$ cat config.mk
export PLATFORM = sky130hd
export DESIGN_NAME = uart_tx
export DESIGN_NICKNAME = d
export VERILOG_FILES = /design/src/rtl/uart_tx.sv
export SDC_FILE = /design/constraint.sdc
export NUM_CORES = 1
export LEC_CHECK = 0
export CELL_PAD_IN_SITES_DETAIL_PLACEMENT = 0
export CELL_PAD_IN_SITES_GLOBAL_PLACEMENT = 1
export CORE_ASPECT_RATIO = 0.5
export CORE_MARGIN = 2
export CORE_UTILIZATION = 42
export CTS_CLUSTER_DIAMETER = 100
export DETAILED_ROUTE_END_ITERATION = 6
export GPL_TIMING_DRIVEN = 1
export PLACE_DENSITY = 0.75
export REMOVE_ABC_BUFFERS = 1
export SETUP_SLACK_MARGIN = 0.1
export SYNTH_ARGS = -nofsm -noshare
export SYNTH_HDL_FRONTEND = slang
export SYNTH_SLANG_ARGS = --single-unit
$ cat constraint.sdc
create_clock -name CLK -period 2.6 [get_ports CLK]
set_input_delay 0.52 -clock CLK [delete_from_list [all_inputs] [get_ports CLK]]
set_output_delay 0.52 -clock CLK [all_outputs]
set_load 0.05 [all_outputs]
$ cat src/rtl/uart_tx.sv
//==============================================================================
// Module   : uart_tx
// Brief    : 8N1/8E1/8O1 UART transmitter, bit period = PRESCALE clocks.
// Revision : 1.0  initial release
//==============================================================================
`timescale 1ns/1ps
`default_nettype none

module uart_tx (
   input  logic       CLK,
   input  logic       RST,
   input  logic [7:0] P_DATA,
   input  logic       DATA_VALID,
   input  logic       PAR_EN,
   input  logic       PAR_TYP,
   input  logic [5:0] PRESCALE,
   output logic       TX_OUT,
   output logic       BUSY
);

   typedef enum logic [2:0] {
      S_IDLE   = 3'd0,
      S_START  = 3'd1,
      S_DATA   = 3'd2,
      S_PARITY = 3'd3,
      S_STOP   = 3'd4
   } state_t;

   state_t      r_state;
   state_t      w_state_nxt;
   logic [7:0]  r_data;
   logic        r_par_en;
   logic        r_par_bit;
   logic [5:0]  r_prescale;
   logic [5:0]  r_bit_cnt;
   logic [5:0]  w_bit_cnt_nxt;
   logic [2:0]  r_idx;
   logic [2:0]  w_idx_nxt;
   logic [2:0]  w_idx_inc;
   logic        r_tx;
   logic        w_tx_nxt;
   logic        r_busy;
   logic        w_busy_nxt;
   logic        w_accept;
   logic        w_bit_end;

   // 6-bit wrap makes PRESCALE=0 a 64-cycle bit
   assign w_bit_end = (r_bit_cnt == (r_prescale - 6'd1));
   assign w_idx_inc = r_idx + 3'd1;

   always_ff @(posedge CLK or posedge RST) begin
      if (RST) begin
         r_state    <= S_IDLE;
         r_data     <= 8'd0;
         r_par_en   <= 1'b0;
         r_par_bit  <= 1'b0;
         r_prescale <= 6'd0;
         r_bit_cnt  <= 6'd0;
         r_idx      <= 3'd0;
         r_tx       <= 1'b1;
         r_busy     <= 1'b0;
      end else begin
         r_state   <= w_state_nxt;
         r_bit_cnt <= w_bit_cnt_nxt;
         r_idx     <= w_idx_nxt;
         r_tx      <= w_tx_nxt;
         r_busy    <= w_busy_nxt;
         if (w_accept) begin
            r_data     <= P_DATA;
            r_par_en   <= PAR_EN;
            r_par_bit  <= (^P_DATA) ^ PAR_TYP;
            r_prescale <= PRESCALE;
         end
      end
   end

   // Next-state logic computes the value the line takes after the edge,
   // so TX_OUT and BUSY come straight from flops.
   always_comb begin
      w_state_nxt   = r_state;
      w_bit_cnt_nxt = r_bit_cnt;
      w_idx_nxt     = r_idx;
      w_tx_nxt      = r_tx;
      w_busy_nxt    = r_busy;
      w_accept      = 1'b0;

      if (r_state == S_IDLE) begin
         w_tx_nxt      = 1'b1;
         w_busy_nxt    = 1'b0;
         w_bit_cnt_nxt = 6'd0;
         w_idx_nxt     = 3'd0;
         if (DATA_VALID) begin
            w_accept    = 1'b1;
            w_state_nxt = S_START;
            w_tx_nxt    = 1'b0;
            w_busy_nxt  = 1'b1;
         end
      end else if (!w_bit_end) begin
         w_bit_cnt_nxt = r_bit_cnt + 6'd1;
      end else begin
         w_bit_cnt_nxt = 6'd0;
         case (r_state)
            S_START: begin
               w_state_nxt = S_DATA;
               w_idx_nxt   = 3'd0;
               w_tx_nxt    = r_data[0];
            end
            S_DATA: begin
               if (r_idx == 3'd7) begin
                  if (r_par_en) begin
                     w_state_nxt = S_PARITY;
                     w_tx_nxt    = r_par_bit;
                  end else begin
                     w_state_nxt = S_STOP;
                     w_tx_nxt    = 1'b1;
                  end
               end else begin
                  w_idx_nxt = w_idx_inc;
                  w_tx_nxt  = r_data[w_idx_inc];
               end
            end
            S_PARITY: begin
               w_state_nxt = S_STOP;
               w_tx_nxt    = 1'b1;
            end
            S_STOP: begin
               w_state_nxt = S_IDLE;
               w_tx_nxt    = 1'b1;
               w_busy_nxt  = 1'b0;
            end
            default: begin
               w_state_nxt = S_IDLE;
               w_tx_nxt    = 1'b1;
               w_busy_nxt  = 1'b0;
            end
         endcase
      end
   end

   assign TX_OUT = r_tx;
   assign BUSY   = r_busy;

endmodule

`default_nettype wire

== Word level (Yosys, flattened, before mapping) ==
Cells that the tools add are included.
Operators by class
  eq/ne operators: 9
  div/mod/pow operators: 0
  add/subtract/negate cells: 3
  reductions and logical operators: 8
  shift-type cells: 0
  order comparisons: 1
  multiply operators: 0
  bitwise gates (word level): 1
  muxes and demuxes: 25
Operator list (number)
  2-to-1 mux 3 bit: 8
  2-to-1 mux 6 bit: 2
  2-to-1 mux 1 bit: 11
  one-hot mux 3 bit (3 select lines): 1
  XOR reduction 8 bit: 1
  adder 6 x 1 -> 6 bit (second input constant): 1
  equality test 3 x 2 -> 1 bit (second input constant): 2
  equality test 6 bit: 1
  inequality test 3 bit (second input constant): 2
  one-hot mux 3 bit (2 select lines): 1
  AND reduction 3 bit: 2
  subtractor 6 x 1 -> 6 bit (second input constant): 1
  < comparator 3 x 4 -> 1 bit (second input constant): 1
  adder 3 x 1 -> 3 bit (second input constant): 1
  binary-select mux 1 bit (select 3 bit): 1
  equality test 3 x 1 -> 1 bit (second input constant): 1
  equality test 3 bit (second input constant): 1
  logical NOT 3 bit: 1
  nonzero test 3 bit: 1
  OR reduction 3 bit: 1
  inequality test 2 x 1 -> 1 bit (second input constant): 1
  inequality test 2 bit (second input constant): 1
  one-hot mux 1 bit (2 select lines): 1
  AND reduction 2 bit: 1
  other kinds (2): 2
Storage, ports and cells
  memories: 0
  bits in registers: 30
  bits in writable memories: 0
  latch bits: 0
  input port bits: 19
  logic and storage cells: 56
  ROM bits: 0
  output and inout bits: 2

== Longest topological paths before layout ==
Gate-level depths: netlist (run 1).
  word-level depth: 7
  depth in mapped cells: 8
  depth with buffers taken out: 7

== Least setup slack after synthesis (run 1) ==
No wires, ideal clock.
  path type: register to register
  from: register r_idx[0]
  to: register r_tx, in the netlist TX_OUT
  clock period less this slack: 2125 ps
  data required time: 2515 ps
  slack: 475 ps
  arrival: 2040 ps
  cell stages (with the launch flop): 6
  buffers on the path: 0
  library setup time: 85 ps
  cell sequence: dfrtp_1 -> ha_1 -> mux4_2 -> mux2_2 -> a211o_1 -> mux2_1
On the way
  cells in the longest elaborated chain, start to end: 7
  elaborated cells between the ends (all ways): 8
  those cells by class: add/sub (1); eq/ne (1); mux (6)
Ends and longest elaborated chain
  from (decl): line 37  | logic [2:0] r_idx;
  from (signal assigned): line 65  | r_idx <= w_idx_nxt;
  adder 3 x 1 -> 3 bit: line 49  | assign w_idx_inc = r_idx + 3'd1;
  binary-select mux 1 bit (select 3 bit): line 119  | w_tx_nxt = r_data[w_idx_inc];
  2-to-1 mux 1 bit (not written as such): line 119
  2-to-1 mux 1 bit *: line 109  | if (r_idx == 3'd7) begin
  one-hot mux 1 bit (2 select lines) *: line 102  | case (r_state)
  2-to-1 mux 1 bit *: line 98  | end else if (!w_bit_end) begin
  2-to-1 mux 1 bit *: line 87  | if (r_state == S_IDLE) begin
  to (signal assigned): line 66  | r_tx <= w_tx_nxt;
  to (decl): line 40  | logic r_tx;
Mark *: on every way between the ends. The rest lies on a longest branch, timed or not. The select of a mux whose other input is x is not followed.
A chain may end at the register's enable or synchronous reset.

== Worst setup path in the final report (run 1) ==
Same ends and word-level chain as after synthesis.

==> results of run 1 <==
-- cell families (layout without fill, tap and decap cells) --
kind of cell               Yosys count  after routing  synth area share [%]
xor gates and xnor gates            20             20                  11.0
and+or+nand+nor                     81             81                  23.1
adders and majority gates            4              4                  2.90
DFF                                 30             30                  43.6
buffers and inverters               17             41                  3.85
muxes                                5              5                  4.79
AOI/OAI and AO/OA                   25             25                  10.7
-- worst register-to-register path, delay by kind of cell, from the launching register on --
family | cells | cell delay, ps
mux | 3 | 1050
flops | 1 | 440
compound gates | 1 | 280
fa+ha+maj | 1 | 370
-- worst paths after layout --
| path | to | slack [ps] | cells after the start |
|---|---|---|---|
| min in group asynchronous | r_data[7]$_DFFE_PP0P_ | 610 | 3 |
| worst min register to register | r_data[3]$_DFFE_PP0P_ | 480 | 2 |
| max in group asynchronous | TX_OUT$_DFFE_PP1P_ | 1660 | 3 |
| worst min-delay path | r_data[3]$_DFFE_PP0P_ | 480 | 2 |
| worst max-delay path | TX_OUT$_DFFE_PP1P_ | 380 | 5 |
| worst max register to register | TX_OUT$_DFFE_PP1P_ | 380 | 5 |
-- synthesized netlist by cell type, drive strengths merged, types with 4 or more instances --
cell	count	area share [%]
nand2	42	9.2
dfrtp	29	42
xnor2	15	8.1
inv	10	2.2
nor3	8	3.0
nor2	7	1.5
o21ai	7	2.0
and2	5	1.8
xor2	5	3.0
clkbuf	4	0.87
ha	4	2.9
nand3	4	1.2
o31ai	4	1.7
-- layer usage --
metal	GRT usage [%]	vias to the layer above
li1	-	674
met1	23.8	619
met2	28.0	21
met3	3.86	8
met4	8.70	0
met5	0	-
-- power by group --
| part | total, uW | leakage (uW) | switching [uW] | internal (uW) |
|---|---|---|---|---|
| sequential | 467 | 0.000370 | 0 | 467 |
| clock | 390 | 0.0000482 | 177 | 213 |
| combinational | 63.7 | 0.000511 | 24.2 | 39.5 |
-- sequential cells by signal, indices dropped and copies added (netlist names) --
name	count
r_par_en	1
r_prescale	6
TX_OUT	1
r_idx	3
r_par_bit	1
r_data	8
r_bit_cnt	6
BUSY	1
r_state	3
-- through the flow --
stage               cells  util (%)
floorplan             175         -
global placement      252      50.6
detailed placement    252      50.6
CTS                   260      52.9
global route          260      52.9
finish                260      52.9
-- cell type report --
class / count / area (um2) / share of cell area, %
Multi-Input combinational cell: 135 / 905 / 43.6
Sequential cell: 30 / 752 / 36.2
Timing Repair Buffer: 23 / 223 / 10.7
Clock buffer: 7 / 86.3 / 4.16
Tap cell: 54 / 67.6 / 3.25
Inverter: 10 / 37.5 / 1.81
Clock inverter: 1 / 5.00 / 0.241
==> results.json, run 1 <==
{
  "finalMaxSlewViolations": 0,
  "crit_type": "flip-flop to flip-flop",
  "worst_ep_required_time_ps": 2810,
  "mostFrequentLayoutCells": "nand2_1, dfrtp_1, clkdlybuf4s50_1",
  "fill_cells": 385,
  "period_minus_slack_ps": 2220,
  "drtIter0Drc": 101,
  "leakage_uw": 0.000929,
  "slowest_delay_ps": 500,
  "finalHoldViolCount": 0,
  "yosysWarningCount": 0,
  "relSlewSlack_pct": 54.9,
  "clock-sinks": 30,
  "cp_num_buf_inv": 0,
  "cp-end-kind": "flip-flop",
  "crit_family": "multiplexers",
  "cp.arrival_ps": 2430,
  "skew_ps": 5.83,
  "ir_worst_vdd_v": 0.000177,
  "top_layer_used": "met4",
  "power_uw": 921,
  "crit_fanout": 5,
  "tightest_slew_ps": 671,
  "synth_edf_count": 0,
  "rsz0062_at_grt": "false",
  "core-area_um2": 3920,
  "status": "finished, final reports clean",
  "wl_per_cell_um": 13.9,
  "post-place-ws_ps": 380,
  "ys_seq_elements": 30,
  "maxCapViolCount": 0,
  "worstReg2RegStart": "r_idx[0]$_DFFE_PP0P_",
  "startpoint_type": "flip-flop",
  "yosysSeqAreaShare_pct": 43.6,
  "grt.overflow.total": 0,
  "max_freq_mhz": 450,
  "wl_mm": 3.61,
  "crit_path_start": "r_idx[0]$_DFFE_PP0P_",
  "dpl_cell_area_um2": 1980,
  "path_cells": "ha_1, mux4_2, mux2_2, a211o_1, mux2_1",
  "setup_tns_ps": 0,
  "synthDistinctLibCells": 42,
  "async_reset_ff_share_pct": 100,
  "met3WireLength_um": 116,
  "setup_ws_ps": 380,
  "diodes": 0,
  "gp_congestion": 0.771,
  "fp.dieW_um": 94.6,
  "initial_core_util_pct": 43.9,
  "cts_made_buffers": 5,
  "postCtsHoldBufs": 0,
  "syn2layout_area_growth_pct": 20.5,
  "cts_tree": "yes",
  "fin_crit_sh_pct": 85.4,
  "postCtsSetupBuffers": 0,
  "path_clk_slew_ps": 70,
  "post_cts_resized": 0,
  "avgSynthCellArea_um2": 9.47,
  "synth_top_flop_cell": "dfrtp_1",
  "syn-instance-count": 182,
  "final_nets": 228,
  "power.density_nw_per_um2": 444,
  "gr-usage-all-layers_pct": 17.9,
  "post-dp-hpwl_mm": 2.64,
  "cts.path.max_buffers": 2,
  "vias": 1322,
  "finish.instance_area_um2": 2080,
  "grt_pass1_wl_mm": 6.38,
  "hold_start": "r_data[3]$_DFFE_PP0P_",
  "drive_above_1_share_pct": 10.7,
  "cts-root-buf": "clkbuf_8",
  "crit_path_top_delay_cell": "mux4_2",
  "rows": 16,
  "hold_class": "flip-flop to flip-flop",
  "grt_max_degree": 31,
  "drtAntennaViolNets": 0,
  "clock_latency_ps": 290,
  "die_area_um2": 4660,
  "portBuffers": 20,
  "vias_per_cell": 5.08,
  "hold_slack_ps": 478,
  "mostFrequentLayoutCell": "nand2_1",
  "htree_levels": 2,
  "met2_length_mm": 1.59,
  "wl_met1_mm": 1.84,
  "ios": 21,
  "antenna_found_initial": 0,
  "first_pass_iters": 4,
  "synthesis.area_um2": 1720,
  "grt_pass1_vias": 1388,
  "drc": 0,
  "setup_viol": 0,
  "fp.dieH_um": 49.3
}
Note: power is estimated with default switching activity, not from simulation.
==> run 2, diff against run 1 <==
--- a/config.mk
+++ b/config.mk
@@ -10,7 +10,6 @@
 export CORE_ASPECT_RATIO = 0.5
 export CORE_MARGIN = 2
 export CORE_UTILIZATION = 42
-export CTS_CLUSTER_DIAMETER = 100
 export DETAILED_ROUTE_END_ITERATION = 6
 export GPL_TIMING_DRIVEN = 1
 export PLACE_DENSITY = 0.75
==> results of run 2 <==
Final layout, timing and power as in run 1 (identical DEF).
